[src/rtl/fetch.sv]
// CHIP-8 instruction fetch: reads two big-endian bytes per opcode and offers them to execute.
// Optional CHIP8_FETCH_ALIGN_CHECK_EN traps odd redirect targets into a sticky FAULT state.
module fetch #(
    parameter int                 ADDR_W   = 12,
    parameter logic [ADDR_W-1:0]  RESET_PC = ADDR_W'('h200)
) (
    input  logic              clk,
    input  logic              rst,
    output logic [ADDR_W-1:0] mem_addr,
    output logic              mem_rd_en,
    input  logic [7:0]        mem_rd_data,
    output logic [15:0]       instr,
    output logic [ADDR_W-1:0] instr_pc,
    output logic              instr_valid,
    input  logic              instr_ready,
    input  logic              redirect_valid,
    input  logic [ADDR_W-1:0] redirect_pc,
    input  logic              halt,
    output logic [ADDR_W-1:0] pc,
    output logic              fault
);

    typedef enum logic [2:0] {
        FETCH_HI = 3'd0,
        FETCH_LO = 3'd1,
        WAIT_LO  = 3'd2,
        VALID    = 3'd3,
        FAULT    = 3'd4
    } state_t;

    state_t            state;
    state_t            state_next;
    logic [7:0]        hi_byte;
    logic              accept;
    logic              take_redirect;

    assign accept = (state == VALID) && instr_valid && instr_ready;

`ifdef CHIP8_FETCH_ALIGN_CHECK_EN
    logic bad_redirect;
    assign bad_redirect  = redirect_valid && (redirect_pc[0] || (state == FAULT));
    assign take_redirect = redirect_valid && !bad_redirect;
`else
    assign take_redirect = redirect_valid;
`endif

    always_ff @(posedge clk) begin
        if (rst) begin
            state <= FETCH_HI;
        end else begin
            state <= state_next;
        end
    end

    // Memory strobes come straight from the state so the low byte is requested the cycle the high byte lands.
    always_comb begin
        state_next = state;
        mem_rd_en  = 1'b0;
        mem_addr   = pc;
        case (state)
            FETCH_HI: begin
                if (!halt) begin
                    mem_rd_en  = 1'b1;
                    state_next = FETCH_LO;
                end
            end
            FETCH_LO: begin
                mem_rd_en  = 1'b1;
                mem_addr   = pc + ADDR_W'(1);
                state_next = WAIT_LO;
            end
            WAIT_LO: state_next = VALID;
            VALID: begin
                if (instr_ready) begin
                    state_next = FETCH_HI;
                end
            end
            FAULT:   state_next = FAULT;
            default: state_next = FETCH_HI;
        endcase
`ifdef CHIP8_FETCH_ALIGN_CHECK_EN
        if (bad_redirect) begin
            state_next = FAULT;
        end
`endif
        if (take_redirect) begin
            state_next = FETCH_HI;
        end
        if (rst) begin
            mem_rd_en = 1'b0;
        end
    end

    // A redirect overrides the handshake's pc+2 but the offered instruction still counts as consumed.
    always_ff @(posedge clk) begin
        if (rst) begin
            pc          <= RESET_PC;
            hi_byte     <= 8'h00;
            instr       <= 16'h0000;
            instr_pc    <= '0;
            instr_valid <= 1'b0;
        end else begin
            case (state)
                FETCH_LO: hi_byte <= mem_rd_data;
                WAIT_LO: begin
                    instr       <= {hi_byte, mem_rd_data};
                    instr_pc    <= pc;
                    instr_valid <= 1'b1;
                end
                VALID: begin
                    if (accept) begin
                        pc          <= pc + ADDR_W'(2);
                        instr_valid <= 1'b0;
                    end
                end
                default: ;
            endcase
            if (redirect_valid) begin
                instr_valid <= 1'b0;
            end
            if (take_redirect) begin
                pc <= redirect_pc;
            end
        end
    end

`ifdef CHIP8_FETCH_ALIGN_CHECK_EN
    always_ff @(posedge clk) begin
        if (rst) begin
            fault <= 1'b0;
        end else if (bad_redirect) begin
            fault <= 1'b1;
        end
    end
`else
    assign fault = 1'b0;
`endif

endmodule

[config.mk]
export PLATFORM = sky130hd
export DESIGN_NAME = fetch
export DESIGN_NICKNAME = d
export VERILOG_FILES = /design/src/rtl/fetch.sv
export SDC_FILE = /design/constraint.sdc
export NUM_CORES = 1
export LEC_CHECK = 0
export CAP_MARGIN = 10
export CORE_MARGIN = 2
export CORE_UTILIZATION = 23
export CTS_BUF_LIST = sky130_fd_sc_hd__clkbuf_4
export CTS_CLUSTER_SIZE = 24
export DETAILED_ROUTE_END_ITERATION = 10
export GPL_TIMING_DRIVEN = 0
export PLACE_DENSITY = 0.59
export SLEW_MARGIN = 30
export SYNTH_ARGS = -nofsm -noshare
export SYNTH_HDL_FRONTEND = slang
export SYNTH_SLANG_ARGS = --single-unit
[constraint.sdc]
create_clock -name clk -period 1.66 [get_ports clk]
set_input_delay 0.415 -clock clk [delete_from_list [all_inputs] [get_ports clk]]
set_output_delay 0.415 -clock clk [all_outputs]
set_load 0.005 [all_outputs]
==> impl_metrics.toml, run 1 <==
[outcome]
outcome = "finished, violations left"
violations = "negative setup slack"

[worst_setup_path]
r2r-start = "state[1]$_SDFFE_PP0P_"
regToRegEndpoint = "instr_pc[10]$_SDFFE_PP0P_"
critical_path.startpoint = "state[2]$_SDFFE_PP0P_"
critical_path_arrival_ns = 1.78
worstPathRequired_ns = 1.24
end_kind = "output port"
rr_worst_depth = 8
crit_type = "flop to output port"
start_kind = "flop"
cp_max_fo = 5
rrSetupSlack_ns = 0.06

[routing]
drtIter0Drc = 89
first_pass_iters = 4
drcViolationCount = 0
wl_per_cell_um = 13.52
viasPerCell = 4.448
wirelength_um = 7397
antenna_left = 0
dr_total_vias = 2433

[layout]
layout.cells.non_filler = 547
drive_above_1_share_pct = 34.06
antenna_cells = 0
fin_nets = 440
syn_to_final_growth_pct = 64.25
regArea_um2 = 1115
nFillCells = 1042
multiInputGateArea_um2 = 1310

[clocking]
cts-root-buf = "clkbuf_4"
insertion_delay_ns = 0.37
cts_tree = "done"
numCtsBuffers = 5
htreeDepth = 2
ctsHoldBuffers = 0
cts_sinks = 52
clk_path_buf_depth = 2
clkTransAtPathRegs_ns = 0.15

[die]
fp.dieH_um = 105.0
core_area_um2 = 9819
die_area_um2 = 11020
io_pins = 80
core.rowCount = 36
chipWidth_um = 105.0
start_util_pct = 23.88

[yosys]
synth_seq_area_share_pct = 44.40
synth_area_leader_cell = "dfxtp_1"
synth-edff-count = 0
synth_common_cells = "nand2_1, dfxtp_1, a21oi_1"
syn_nets = 324
ys_ff_latch = 52
async_reset_ff_share_pct = 0
synthDistinctLibCells = 36
synth_top_area_share_pct = 44.40
synthFlopType = "dfxtp_1"
ys_warn_count = 0
netlist_top_cells_area = "dfxtp_1, nand2_1, a21oi_1"
synthCells = 297
syn_area_um2 = 2345
avgSynthCellArea_um2 = 7.895
synthMostInstantiatedCell = "nand2_1"

[sta]
finalMaxSlewViolations = 0
max_freq_mhz = 456.5
layout_min_cycle_time_ns = 2.191
worst_slew_pin_slew_ns = 0.5818
setup_ws_ns = -0.5306
fin_crit_sh_pct = 132.0
setup_viol = 13
rsz0062_at_grt = "true"
hold_viol_final = 0
finClkSkew_ns = 0.01080
max-slew-margin-rel_pct = 61.21

[power]
pwr-share-comb_pct = 18.2
power.total_mw = 2.309
netSwitchingPower_mw = 0.6370
seqPwrFrac_pct = 56.7
p_leak_nw = 1.878
p_int_mw = 1.672
ir_worst_vdd_v = 0.0002922
p_sw_share_pct = 27.59
pwr-share-clk_pct = 25.2
powerDensity_nw_per_um2 = 599.5

[job]
max_cap_viol_count = 0

[hold_path]
hold_start = "instr_ready"
hold_end = "state[1]$_SDFFE_PP0P_"
hold-path-cell-count = 2
min-delay-path-class = "input port to flop"

[placed_design]
gp_congestion = 0.8012
portBuffers = 76
dp.cells = 506
dp_hpwl_um = 5101

[grt]
antenna_found_initial = 0
overflow = 0
grt_pass1_wl_um = 11860
grtUsageTotal_pct = 13.31
grt_pass1_vias = 2441
grt_max_degree = 17
==> cell usage in the layout, fill, tap and decap left out, types with 6 or more instances in the layout <==
cell and n:
inv_1 6, clkbuf_1 10, buf_6 12, buf_4 34
dfxtp_1 9, dlymetal6s2s_1 21, clkbuf_4 6, dlygate4sd2_1 20
buf_2 15, clkdlybuf4s50_1 21, a21oi_1 38, a211oi_1 7
dfxtp_2 35, nand2_1 80, dfxtp_4 8, nor2_1 12
nand3_1 6, xnor2_1 9
==> worst max-delay path, cell delays in order (launching register included) <==
cell	delay, ns
dfxtp_4	0.40
nor3b_4	0.24
buf_6	0.14
nand3_4	0.09
buf_6	0.15
buf_6	0.11
xnor2_2	0.15
buf_2	0.13
==> cells by family after synthesis <==
group	share of synthesized area, %
multiplexers	0.4269
adder cells (fa/ha/maj)	1.067
flip-flops	44.40
XOR/XNOR	7.097
other	0.1599
buffers and inverters	6.883
AO/OA/AOI/OAI	13.50
AND/OR/NAND/NOR	26.47
==> state kept, by name, indices dropped and copies added, names as in the netlist <==
signal	flops
pc	12
instr_pc	12
instr_valid	1
hi_byte	8
instr	16
state	3
==> worst max path at each step <==
stage	to	slack, ns
after floorplan	mem_addr[8]	0.03
after global placement	mem_addr[8]	-0.67
after detailed placement	mem_addr[10]	-0.68
after CTS	mem_addr[7]	-0.59
after global routing	mem_addr[11]	-0.60
final	mem_addr[6]	-0.53
==> power groups by stage <==
stage	logic, mW	registers, mW	clock network (mW)
3_5_place_dp	0.355	1.35	0
2_1_floorplan	0.152	1.34	0
5_1_grt	0.460	1.31	0.656
3_3_place_gp	0.352	1.35	0
4_1_cts	0.399	1.30	0.614
6_report	0.419	1.31	0.581
==> final cells by class <==
cell class                      instances  share of cell area, %
Tap cell                              133                  4.321
Clock buffer                            5                 0.9747
Clock inverter                          3                 0.4548
Multi-Input combinational cell        211                  34.02
Buffer                                 21                  3.411
Timing Repair Buffer                  115                  27.19
Inverter                                7                 0.6823
Sequential cell                        52                  28.95
==> layer usage <==
metal,up-vias,wire (um),global-route usage (%)
met4,0,137,4.286
li1,1227,-,-
met5,-,0,0
met2,66,3633,23.05
met1,1130,3180,15.71
met3,10,446,3.930
==> per-stage QoR <==
stage / setup TNS, ns / utilization (%) / setup slack [ns] / cell area, um^2 / hold WS (ns)
floorplan: 0 / - / 0.03470 / 2347 / 0.4321
global placement: -9.735 / 33.35 / -0.6733 / 3274 / 0.4395
detailed placement: -10.13 / 33.35 / -0.6756 / 3274 / 0.4467
CTS: -6.413 / 37.00 / -0.5930 / 3633 / 0.4523
global route: -5.796 / 39.22 / -0.5954 / 3851 / 0.4153
finish: -4.820 / 39.22 / -0.5306 / 3851 / 0.3996
==> repair_timing <==
item,CTS,global route
setup endpoints to repair,53,56
hold endpoints to repair,0,0
resized for setup,150,58
pin swaps,19,11
buffers inserted,28,14
No activity file was read; power rests on OpenSTA's default activity.
==> run 2: changes to the inputs <==
--- a/config.mk
+++ b/config.mk
@@ -7,12 +7,12 @@
 export LEC_CHECK = 0
 export CAP_MARGIN = 10
 export CORE_MARGIN = 2
-export CORE_UTILIZATION = 23
+export CORE_UTILIZATION = 35
 export CTS_BUF_LIST = sky130_fd_sc_hd__clkbuf_4
 export CTS_CLUSTER_SIZE = 24
 export DETAILED_ROUTE_END_ITERATION = 10
 export GPL_TIMING_DRIVEN = 0
-export PLACE_DENSITY = 0.59
+export PLACE_DENSITY = 0.78
 export SLEW_MARGIN = 30
 export SYNTH_ARGS = -nofsm -noshare
 export SYNTH_HDL_FRONTEND = slang
==> run 2 against run 1 <==
Effect of this change: the flow finishes with violations (design-rule violations, negative setup slack); die area shrank 33%; critical path depth is the same; final cell count fell by 11%; critical endpoint is now mem_addr[10]; largest cell class unchanged.
==> impl_metrics.toml, run 2 (synthesis gave the netlist of run 1 again) <==
[worst_setup_path]
end_kind = "output port"
slowest_stage = "dfxtp_4"
crit_path_max_incr_delay_ns = 0.39
worstPathRequired_ns = 1.24
crit_top_cell = "buf_6"
critical_path_arrival_ns = 1.81
rrSetupSlack_ns = 0.05
crit_type = "flop to output port"
cp_max_fo = 6
start_kind = "flop"
path_delay_family = "simple AND/OR/NAND/NOR gates"
critPathBufInv = 3
path_cells = "nor3b_4, buf_6, nand3_4, buf_6, nor2_4, xnor2_2, buf_2"

[clocking]
numCtsBuffers = 5
cts-root-buf = "clkbuf_4"
insertion_delay_ns = 0.37
htreeDepth = 2
cts_tree = "done"
ctsHoldBuffers = 0
cts_sinks = 52
clk_path_buf_depth = 2
clkTransAtPathRegs_ns = 0.14

[routing]
antenna_left = 0
routed-wl-met2_um = 3547
dr_total_vias = 2492
first_pass_iters = 7
wirelength_um = 7144
routedLengthMet1_um = 3096
wl_per_cell_um = 14.61
wl_met3_um = 420
top_layer = "met4"
drcViolationCount = 5
viasPerCell = 5.096
drtIter0Drc = 117

[sta]
max-slew-margin-rel_pct = 61.64
hold_viol_final = 0
finalMaxSlewViolations = 0
setup_ws_ns = -0.5687
layout_min_cycle_time_ns = 2.229
rsz0062_at_grt = "true"
max_freq_mhz = 448.7
worst_slew_pin_slew_ns = 0.5755
fin_crit_sh_pct = 134.3
finClkSkew_ns = 0.006895
setup_viol = 13

[placed_design]
portBuffers = 76
dp.cells = 450
gp_congestion = 0.8154
dp_hpwl_um = 4565
dp_slack_ns = -0.6417

[grt]
overflow = 0
grtUsageTotal_pct = 19.09
grt_pass1_wl_um = 11270
antenna_found_initial = 0
grt_pass1_vias = 2311
grt_max_degree = 16

[job]
max_cap_viol_count = 0

[layout]
largestRegisters = "instr: 16 flops, instr_pc: 12 flops, pc: 12 flops"
multiInputGateArea_um2 = 1259
drive_above_1_share_pct = 33.25
mostFrequentLayoutCells = "nand2_1, a21oi_1, dfxtp_2"
regArea_um2 = 1114
antenna_cells = 0
final_common_cell = "nand2_1"
fin_nets = 438
layout.cells.non_filler = 489
largest_reg_flops = 16
regMostFlops = "instr"
nFillCells = 568
syn_to_final_growth_pct = 58.48

[power]
power.total_mw = 2.276
ir_worst_vdd_v = 0.0004314
p_leak_nw = 1.991
powerDensity_nw_per_um2 = 612.4

[die]
die_area_um2 = 7370
chipWidth_um = 85.85
core_area_um2 = 6422
fp.dieH_um = 85.85
io_pins = 80
core.rowCount = 29
start_util_pct = 36.51

[hold_path]
min-delay-path-class = "input port to flop"

[outcome]
violations = "design-rule violations, negative setup slack"
outcome = "finished, violations left"
## run 2: cell types whose count changed in the layout (fill, tap and decap cells not counted), sizes merged, moves of 2 or more
| cell | change |
|---|---|
| dlygate4sd2 | -12 |
| buf | -3 |
| clkbuf | +2 |
| dlymetal6s2s | +12 |
## run 2: cell type report
cell class              instances  area share, %
plain buffers                  23          3.131
clock buffers                   6          1.212
clock inverters                 2         0.3030
inverters                       7         0.7071
multi-input cells             211          33.87
flip-flops and latches         52          29.97
well taps                      77          2.593
repair buffers                111          28.22
## run 2: final timing paths
check,endpoint,cells after the start,start
max,mem_addr[10],7,state[2]$_SDFFE_PP0P_
min,state[1]$_SDFFE_PP0P_,2,instr_ready
max reg2reg,instr[3]$_SDFFE_PP0P_,6,state[2]$_SDFFE_PP0P_
min reg2reg,instr[8]$_SDFFE_PP0P_,2,hi_byte[0]$_SDFFE_PP0N_
## run 2: power by group
group | total, mW | internal, mW | switching, mW
Sequential | 1.30 | 1.28 | 0.0206
Clock | 0.571 | 0.178 | 0.393
Combinational | 0.402 | 0.208 | 0.193
## run 2: per-layer routing
layer	vias up	GRT usage [%]
li1	1215	-
met4	0	4.618
met1	1182	25.82
met5	-	0
met2	86	31.11
met3	9	4.235
## run 2: per-stage QoR
| stage | setup TNS [ns] | cell area [um^2] | util [%] | hold slack [ns] |
|---|---|---|---|---|
| 2_1_floorplan | 0 | 2347 | - | 0.4321 |
| 3_3_place_gp | -9.218 | 3204 | 49.89 | 0.4406 |
| 3_5_place_dp | -9.291 | 3204 | 49.89 | 0.4472 |
| 4_1_cts | -6.242 | 3535 | 55.04 | 0.4380 |
| 5_1_grt | -8.014 | 3716 | 57.86 | 0.3939 |
| 6_report | -6.061 | 3716 | 57.86 | 0.4190 |
## run 2: repair_timing
action,4_1_cts,5_1_grt
pin swaps,15,12
buffers inserted,25,10
resized for setup,117,63
endpoints found under the setup margin,36,57
## run 2: worst register-to-register path: cells and delay by family (launching register included)
family	cells	cell delay [ns]
AOI/OAI and AO/OA	1	0.13
buffers and inverters	3	0.66
DFF	1	0.39
and+or+nand+nor	2	0.36
